==> src/rtl/rf_write_arbiter.sv <==
// rf_write_arbiter: arbitrates WB and long-latency writes into the single
// register-file write port and keeps the long-latency busy scoreboard.
//
// Ports
//   clk, rst_n                   clock, async active-low reset
//   wb_valid/wb_rd/wb_data       WB-stage write request, wb_ready accepts
//   lu_valid/lu_rd/lu_data       long-latency unit write, lu_ready accepts
//   issue_valid/issue_rd         long-latency dispatch, issue_ready = no WAW
//   rs1_addr/rs2_addr            ID source lookups -> rs1_busy/rs2_busy
//   rf_we/rf_waddr/rf_wdata      registered register-file write port
module rf_write_arbiter #(
    parameter int unsigned STARVE_LIMIT = 3
) (
    input  logic        clk,
    input  logic        rst_n,
    input  logic        wb_valid,
    input  logic [4:0]  wb_rd,
    input  logic [31:0] wb_data,
    output logic        wb_ready,
    input  logic        lu_valid,
    input  logic [4:0]  lu_rd,
    input  logic [31:0] lu_data,
    output logic        lu_ready,
    input  logic        issue_valid,
    input  logic [4:0]  issue_rd,
    output logic        issue_ready,
    input  logic [4:0]  rs1_addr,
    input  logic [4:0]  rs2_addr,
    output logic        rs1_busy,
    output logic        rs2_busy,
    output logic        rf_we,
    output logic [4:0]  rf_waddr,
    output logic [31:0] rf_wdata
);

    localparam logic [3:0] LIMIT = 4'(STARVE_LIMIT);

    typedef enum logic {
        NORMAL,
        FORCE_LU
    } state_t;

    state_t      state_q;
    state_t      state_d;
    logic [3:0]  starve_q;
    logic [3:0]  starve_d;
    logic [31:0] busy_q;
    logic [31:0] busy_d;

    logic        wr_en;
    logic [4:0]  wr_addr;
    logic [31:0] wr_data;

    // WB wins unless LU has been starved long enough to force a slot.
    always_comb begin
        wb_ready = wb_valid && (state_q == NORMAL);
        lu_ready = lu_valid && ((state_q == FORCE_LU) || !wb_valid);
    end

    always_comb begin
        starve_d = 4'd0;
        state_d  = NORMAL;
        if (lu_valid && !lu_ready) begin
            starve_d = (starve_q == 4'd15) ? 4'd15 : starve_q + 4'd1;
        end
        unique case (state_q)
            NORMAL: begin
                // Enter FORCE_LU on the edge where the count hits the limit
                // so the forced grant lands in the very next cycle.
                if (lu_valid && !lu_ready && (starve_d >= LIMIT)) begin
                    state_d = FORCE_LU;
                end
            end
            FORCE_LU: begin
                state_d = NORMAL;
            end
            default: begin
                state_d = NORMAL;
            end
        endcase
    end

    always_ff @(posedge clk or negedge rst_n) begin
        if (!rst_n) begin
            state_q  <= NORMAL;
            starve_q <= 4'd0;
        end else begin
            state_q  <= state_d;
            starve_q <= starve_d;
        end
    end

    // Writes to x0 are consumed but never reach the register file.
    always_comb begin
        wr_en   = 1'b0;
        wr_addr = rf_waddr;
        wr_data = rf_wdata;
        unique case (1'b1)
            wb_ready: begin
                wr_en   = (wb_rd != 5'd0);
                wr_addr = wb_rd;
                wr_data = wb_data;
            end
            lu_ready: begin
                wr_en   = (lu_rd != 5'd0);
                wr_addr = lu_rd;
                wr_data = lu_data;
            end
            default: begin
                wr_en = 1'b0;
            end
        endcase
    end

    always_ff @(posedge clk or negedge rst_n) begin
        if (!rst_n) begin
            rf_we    <= 1'b0;
            rf_waddr <= 5'd0;
            rf_wdata <= 32'd0;
        end else begin
            rf_we <= wr_en;
            if (wr_en) begin
                rf_waddr <= wr_addr;
                rf_wdata <= wr_data;
            end
        end
    end

    assign issue_ready = !busy_q[issue_rd];
    assign rs1_busy    = busy_q[rs1_addr];
    assign rs2_busy    = busy_q[rs2_addr];

    // Clear is applied after set so a same-cycle LU retire of the same rd
    // leaves the bit clear.
    always_comb begin
        busy_d = busy_q;
        if (issue_valid && issue_ready && (issue_rd != 5'd0)) begin
            busy_d[issue_rd] = 1'b1;
        end
        if (lu_ready && (lu_rd != 5'd0)) begin
            busy_d[lu_rd] = 1'b0;
        end
        busy_d[0] = 1'b0;
    end

    always_ff @(posedge clk or negedge rst_n) begin
        if (!rst_n) begin
            busy_q <= 32'd0;
        end else begin
            busy_q <= busy_d;
        end
    end

endmodule

==> config.mk <==
export PLATFORM = sky130hd
export DESIGN_NAME = rf_write_arbiter
export DESIGN_NICKNAME = d
export VERILOG_FILES = /design/src/rtl/rf_write_arbiter.sv
export SDC_FILE = /design/constraint.sdc
export NUM_CORES = 1
export LEC_CHECK = 0
export ABC_AREA = 1
export CORE_AREA = 2 2 107 109
export DETAILED_ROUTE_END_ITERATION = 7
export DIE_AREA = 0 0 109 111
export PLACE_DENSITY = 0.7
export SYNTH_ARGS = -nofsm -noshare
export SYNTH_HDL_FRONTEND = slang
export SYNTH_SLANG_ARGS = --single-unit
==> constraint.sdc <==
create_clock -name clk -period 2.8 [get_ports clk]
set_clock_uncertainty 0.05 [all_clocks]
set_input_delay 0.56 -clock clk [delete_from_list [all_inputs] [get_ports clk]]
set_output_delay 0.56 -clock clk [all_outputs]
set_load 0.05 [all_outputs]
==> results.sh, run 1 <==
export IMPL_status="complete, no violations"
export IMPL_row_count=39
export IMPL_die_area_um2=12100
export IMPL_coreArea_um2=11080
export IMPL_path_class="in -> out"
export IMPL_drt_iter0_drc=345
export IMPL_critPathLaunch="issue_rd[4]"
export IMPL_synth_main_ff_cell="dfrtp_1"
export IMPL_fin_crit_ps=2672
export IMPL_die_width_um=109
export IMPL_dp_cells=900
export IMPL_cts_resized=2
export IMPL_grt_pass1_wl_um=23030
export IMPL_rsz0062_at_grt="no"
export IMPL_cts_root_buffer="clkbuf_16"
export IMPL_antenna_found_initial=0
export IMPL_cts_sinks=74
export IMPL_synth_cell_types=27
export IMPL_io_pins=137
export IMPL_cts_htree_levels=3
export IMPL_layout_nets=863
export IMPL_vias=4734
export IMPL_drive_gt1_share_pct=7.891
export IMPL_first_pass_iters=5
export IMPL_synth_edf_count=0
export IMPL_slew_viol_final=0
export IMPL_grt_pass1_vias=4735
export IMPL_yosysTopAreaCellShare_pct=42.87
export IMPL_fin_setup_tns_ps=0
export IMPL_diodes=0
export IMPL_numPortBuffers=136
export IMPL_cpMostUsedCell="nand2_1"
export IMPL_ir_drop_mv=0.3385
export IMPL_maxCapViolCount=0
export IMPL_synth_area_leaders="dfrtp_1, nand2_1, a21oi_1"
export IMPL_final_cells=916
export IMPL_yosysTopAreaCell="dfrtp_1"
export IMPL_syn_area_um2=4319
export IMPL_cpPeakStageDelay_ps=600
export IMPL_path_max_fanout=5
export IMPL_slew_headroom_pct=59.37
export IMPL_clockBufferDepth=2
export IMPL_final_util_pct=56.72
export IMPL_drcViolationCount=0
export IMPL_grt_max_degree=75
export IMPL_ant_nets=0
export IMPL_cts_setup_buffers=0
export IMPL_ys_warn_count=0
export IMPL_vias_per_cell=5.168
export IMPL_reg2reg_depth=13
export IMPL_cp_start_kind="input port"
export IMPL_netlist_instances=625
export IMPL_tritoncts="built"
export IMPL_wire_per_inst_um=15.33
export IMPL_fmax_mhz=374.2
export IMPL_dp_hpwl_um=10870
export IMPL_reg2reg_to="busy_q[16]"
export IMPL_yosys_register_bits=74
export IMPL_path_cells="clkdlybuf4s50_1 -> inv_2 -> nor3_1 -> nand2_1 -> nand2_1 -> nor2_1 -> nand2_1 -> inv_1 -> buf_12"
export IMPL_worst_slew_pin_slew_ps=607.2
export IMPL_synth_nets=720
export IMPL_fin_crit_sh_pct=95.44
export IMPL_area_growth_pct=45.45
export IMPL_seq_area_frac_synth_pct=42.87
export IMPL_hold_viol=0
export IMPL_ff2ff_setup_slack_ps=1000
export IMPL_grt_overflow=0
export IMPL_insertion_delay_ps=330
export IMPL_endpoint_kind="output port"
export IMPL_cp_arrival_ps=2060
export IMPL_numCtsBuffers=9
export IMPL_leakage_nw=2.873
export IMPL_track_usage_pct=24.17
export IMPL_die_h_um=111
export IMPL_gp_congestion=0.8621
export IMPL_cts_clk_slew_worst_paths_ps=50
export IMPL_initial_utilization_pct=38.99
export IMPL_slowest_stage="clkdlybuf4s50_1"
export IMPL_hold_buffers=0
export IMPL_synth_most_common_cell="nand2_1"
export IMPL_wl_um=14040
export IMPL_setup_viol=0
export IMPL_power_density_nw_per_um2=573.5
export IMPL_async_flop_share_pct=100.0
export IMPL_hold_class="in -> async"
export IMPL_worstReg2RegStart="busy_q[4]"
export IMPL_avgSynthCellArea_um2=6.911
export IMPL_synth_commonest_cells="nand2_1, dfrtp_1, nor2_1"
export IMPL_required_ps=2190
export IMPL_crit_end="issue_ready"
how the worst min path moves through the flow:
stage	start	end	slack (ps)
3_5_place_dp	starve_q[0]	starve_q[0]	460
4_1_cts	rst_n	rf_wdata[9]	230
6_report	rst_n	rf_wdata[7]	210
2_1_floorplan	rst_n	busy_q[10]	210
5_1_grt	rst_n	rf_wdata[7]	250
3_3_place_gp	starve_q[0]	starve_q[0]	430
metal layers:
| layer | routed length (um) | global-route usage [%] | vias up |
|---|---|---|---|
| li1 | - | - | 2353 |
| met1 | 5738 | 29.77 | 2156 |
| met2 | 6617 | 39.67 | 200 |
| met3 | 1402 | 7.819 | 25 |
| met4 | 285 | 7.863 | 0 |
| met5 | 0 | 0 | - |
sequential cells by signal, summed over array words and instances (netlist names):
name / flops
starve_q: 4
rf_wdata: 32
state_q: 1
rf_waddr: 5
busy_q: 31
rf_we: 1
worst max-delay path: cells and delay by family:
family / cells / cell delay (ps)
simple gates: 5 / 570
buf+inv: 4 / 920
layout by cell type (no fill, tap or decap):
master / instances
dlygate4sd2_1: 2
nand3_1: 48
a211o_1: 1
inv_1: 48
o21a_1: 1
o211ai_1: 2
nor4_1: 1
a31oi_1: 38
xnor2_1: 1
inv_4: 2
nand2_1: 168
ha_1: 1
dlymetal6s2s_1: 2
nor2_4: 1
nand4_1: 1
buf_2: 1
clkinv_2: 3
or2_0: 1
clkdlybuf4s50_1: 126
nor3_2: 2
o31ai_1: 2
nor2_2: 1
nor3_1: 9
buf_12: 8
o21ai_4: 1
a21oi_1: 65
nor2_1: 74
o21ai_1: 28
inv_2: 11
dfrtp_1: 74
clkbuf_1: 3
o21ai_0: 15
clkbuf_16: 9
buf_4: 19
or2_1: 1
buf_6: 2
clkbuf_8: 1
power by group:
| part | total [W] | internal [W] | switching (W) | leakage [nW] |
|---|---|---|---|---|
| logic | 0.00120 | 0.000470 | 0.000727 | 1.92 |
| clock network | 0.00103 | 0.000619 | 0.000408 | 0.133 |
| registers | 0.00138 | 0.00124 | 0.000141 | 0.824 |
stage by stage:
step	worst slack, ps	total power, W	hold slack (ps)	instance area, um2
floorplan	287.7	0.002051	214.4	4319
global placement	-77.16	0.002573	433.5	5992
detailed placement	-60.32	0.002586	464.7	5992
CTS	11.03	0.003620	233.7	6255
global route	9.420	0.003805	247.5	6282
finish	127.8	0.003603	214.9	6282
cell type report:
type	instances	area, um2
clock inverter	3	15.01
tap	143	178.9
multi-input combinational	462	2118
timing repair buffer	160	1634
fill	1049	4795
clock buffer	13	250.2
inverter	61	234.0
sequential	74	1852
logic make-up after synthesis:
group | count (synthesis) | synth area share (%)
DFF | 74 | 42.87
and+or+nand+nor | 307 | 28.85
adders and majority gates | 1 | 0.2896
buffers and inverters | 89 | 8.575
xor gates and xnor gates | 1 | 0.2028
AOI/OAI and AO/OA | 153 | 19.21
(Power assumes the default switching activity.)
==> inputs of run 2 (changes only) <==
--- a/config.mk
+++ b/config.mk
@@ -13,3 +13,4 @@
 export SYNTH_ARGS = -nofsm -noshare
 export SYNTH_HDL_FRONTEND = slang
 export SYNTH_SLANG_ARGS = --single-unit
+export TNS_END_PERCENT = 100
==> constraint.sdc (replaced) <==
create_clock -name clk -period 2.8 [get_ports clk]
set_clock_uncertainty 0.05 [all_clocks]
set_input_delay 0.56 -clock clk [delete_from_list [all_inputs] [get_ports clk]]
set_output_delay 0.56 -clock clk [all_outputs]
set_load 0.01 [all_outputs]
==> run 2 against run 1 <==
Compared with the run above: combinational power fell by 21%; clock power rose by 14%; routed wire length rose by 4.0%; clock-buffer cell count fell by 1; total power fell by 3.1%; sequential power barely moved; register-to-register slack got worse by 90 ps; die area did not move; global-route usage rose by 1.2 points; critical path type unchanged.
==> results.sh, run 2 (synthesis gave the netlist of run 1 again) <==
export IMPL_first_pass_iters=5
export IMPL_grt_max_degree=76
export IMPL_fin_setup_tns_ps=0
export IMPL_p_clk_share_pct=33.4
export IMPL_cts_htree_levels=3
export IMPL_slew_headroom_pct=57.09
export IMPL_gp_congestion=0.9123
export IMPL_dp_cells=903
export IMPL_worstReg2RegStart="state_q"
export IMPL_die_width_um=109
export IMPL_cts_root_buffer="clkbuf_16"
export IMPL_tritoncts="built"
export IMPL_numPortBuffers=136
export IMPL_grt_pass1_vias=4881
export IMPL_coreArea_um2=11080
export IMPL_cpPeakStageDelay_ps=520
export IMPL_path_max_fanout=10
export IMPL_grt_overflow=0
export IMPL_critPathLaunch="issue_rd[1]"
export IMPL_grt_pass1_wl_um=24230
export IMPL_drt_iter0_drc=356
export IMPL_cts_setup_buffers=0
export IMPL_setup_viol=0
export IMPL_fmax_mhz=370.1
export IMPL_ant_nets=0
export IMPL_path_class="in -> out"
export IMPL_dp_hpwl_um=10880
export IMPL_switchingPower_w=0.001063
export IMPL_sw_frac_of_total_pct=30.43
export IMPL_multi_input_area_um2=2150
export IMPL_worst_slew_pin_slew_ps=641.3
export IMPL_leakage_nw=2.887
export IMPL_vias=4881
export IMPL_final_cells=924
export IMPL_top_register="rf_wdata"
export IMPL_power_density_nw_per_um2=550.2
export IMPL_die_h_um=111
export IMPL_rsz0062_at_grt="no"
export IMPL_largest_reg_flops=32
export IMPL_numCtsBuffers=9
export IMPL_fillers=993
export IMPL_row_count=39
export IMPL_die_area_um2=12100
export IMPL_critPathTopFamily="buffers and inverters"
export IMPL_antenna_found_initial=0
export IMPL_slowest_stage="clkdlybuf4s50_1"
export IMPL_hold_class="in -> async"
export IMPL_cp_start_kind="input port"
export IMPL_slew_viol_final=0
export IMPL_seq_area_um2=1852
export IMPL_fin_crit_sh_pct=96.51
export IMPL_clockBufferDepth=2
export IMPL_io_pins=137
export IMPL_track_usage_pct=25.41
export IMPL_status="complete, no violations"
export IMPL_endpoint_kind="output port"
export IMPL_initial_utilization_pct=38.99
export IMPL_layout_commonest_cell="nand2_1"
export IMPL_required_ps=2190
export IMPL_power_frac_seq_pct=39.5
export IMPL_layout_nets=871
export IMPL_hold_buffers=0
export IMPL_path_cells="dlygate4sd2_1 -> buf_6 -> nand3_1 -> nand3_1 -> nand2_1 -> nand2_1 -> nor2_1 -> nand2_1 -> inv_1 -> clkdlybuf4s50_1"
export IMPL_cp_arrival_ps=2090
export IMPL_area_growth_pct=46.96
export IMPL_internal_power_w=0.002430
export IMPL_pwr_share_comb_pct=27.1
export IMPL_ir_drop_mv=0.3298
export IMPL_maxCapViolCount=0
export IMPL_critPathBufInv=4
export IMPL_vias_per_cell=5.282
export IMPL_cts_sinks=74
export IMPL_hold_viol=0
export IMPL_wl_um=14600
export IMPL_diodes=0
export IMPL_insertion_delay_ps=330
export IMPL_drive_gt1_share_pct=10.12
export IMPL_drcViolationCount=0
export IMPL_fin_crit_ps=2702
export IMPL_wire_per_inst_um=15.80
export IMPL_layout_common_cells="nand2_1, clkdlybuf4s50_1, nor2_1, dfrtp_1, a21oi_1"
export IMPL_cpMostUsedCell="nand2_1"
export IMPL_cts_clk_slew_worst_paths_ps=60
export IMPL_top_regs="rf_wdata x32, busy_q x31, rf_waddr x5"
run 2: cell count changes in the layout (fill, tap and decap cells not counted), sizes merged, moves of 2 or more:
cell,delta
clkdlybuf4s50,-3
clkinv,-2
clkbuf,+4
clkinvlp,+6
run 2: worst reg2reg max path, delay by kind of cell (launching register included):
kind	cells	cell delay, ps
flops	1	320
buf+inv	2	310
compound gates	1	60
simple gates	5	1030
run 2: what timing repair did:
item | 4_1_cts | 5_1_grt
gates cloned | 5 | 0
resized for setup | 38 | 15
setup endpoints to repair | 3 | 3
run 2: area by class of cell:
cell class / instances / area share [%]
Clock inverter: 4 / 0.7885
Tap cell: 143 / 2.819
Sequential cell: 74 / 29.17
Clock buffer: 12 / 4.041
Timing Repair inverter: 4 / 0.4337
Timing Repair Buffer: 164 / 25.11
Multi-Input combinational cell: 462 / 33.87
Inverter: 61 / 3.765
run 2: stage by stage:
| step | setup WS [ps] | instance area [um2] | hold slack, ps | util [%] | total power (W) |
|---|---|---|---|---|---|
| after floorplan | 532.8 | 4319 | 214.4 | - | 0.001807 |
| after global placement | -350.3 | 5964 | 435.6 | 53.85 | 0.002304 |
| after detailed placement | -375.3 | 5964 | 450.5 | 53.85 | 0.002320 |
| after CTS | 5.707 | 6340 | 190.9 | 57.23 | 0.003499 |
| after global routing | 3.780 | 6347 | 218.4 | 57.30 | 0.003673 |
| final | 97.78 | 6347 | 175.7 | 57.30 | 0.003492 |
run 2: per-layer routing:
layer | global-route usage [%] | vias to the layer above | wire length (um)
li1 | - | 2361 | -
met1 | 31.27 | 2273 | 5831
met2 | 41.70 | 215 | 6998
met3 | 8.583 | 32 | 1430
met4 | 7.863 | 0 | 340
met5 | 0 | - | 0
run 2: worst paths after layout:
check	end	cells past startpoint	slack, ps
setup / recovery	issue_ready	10	100
hold / removal	rf_wdata[15]	1	180
setup reg to reg	busy_q[12]	8	910
hold reg to reg	starve_q[0]	1	460
max in group asynchronous	busy_q[4]	2	1900
min in group clk	starve_q[0]	1	460
run 2: power by group through the flow:
stage / logic [W] / clock network [W] / registers (W)
global route: 0.00105 / 0.00122 / 0.00140
global placement: 0.000920 / 0 / 0.00138
finish: 0.000945 / 0.00117 / 0.00138
floorplan: 0.000426 / 0 / 0.00138
detailed placement: 0.000930 / 0 / 0.00139
CTS: 0.000945 / 0.00118 / 0.00138
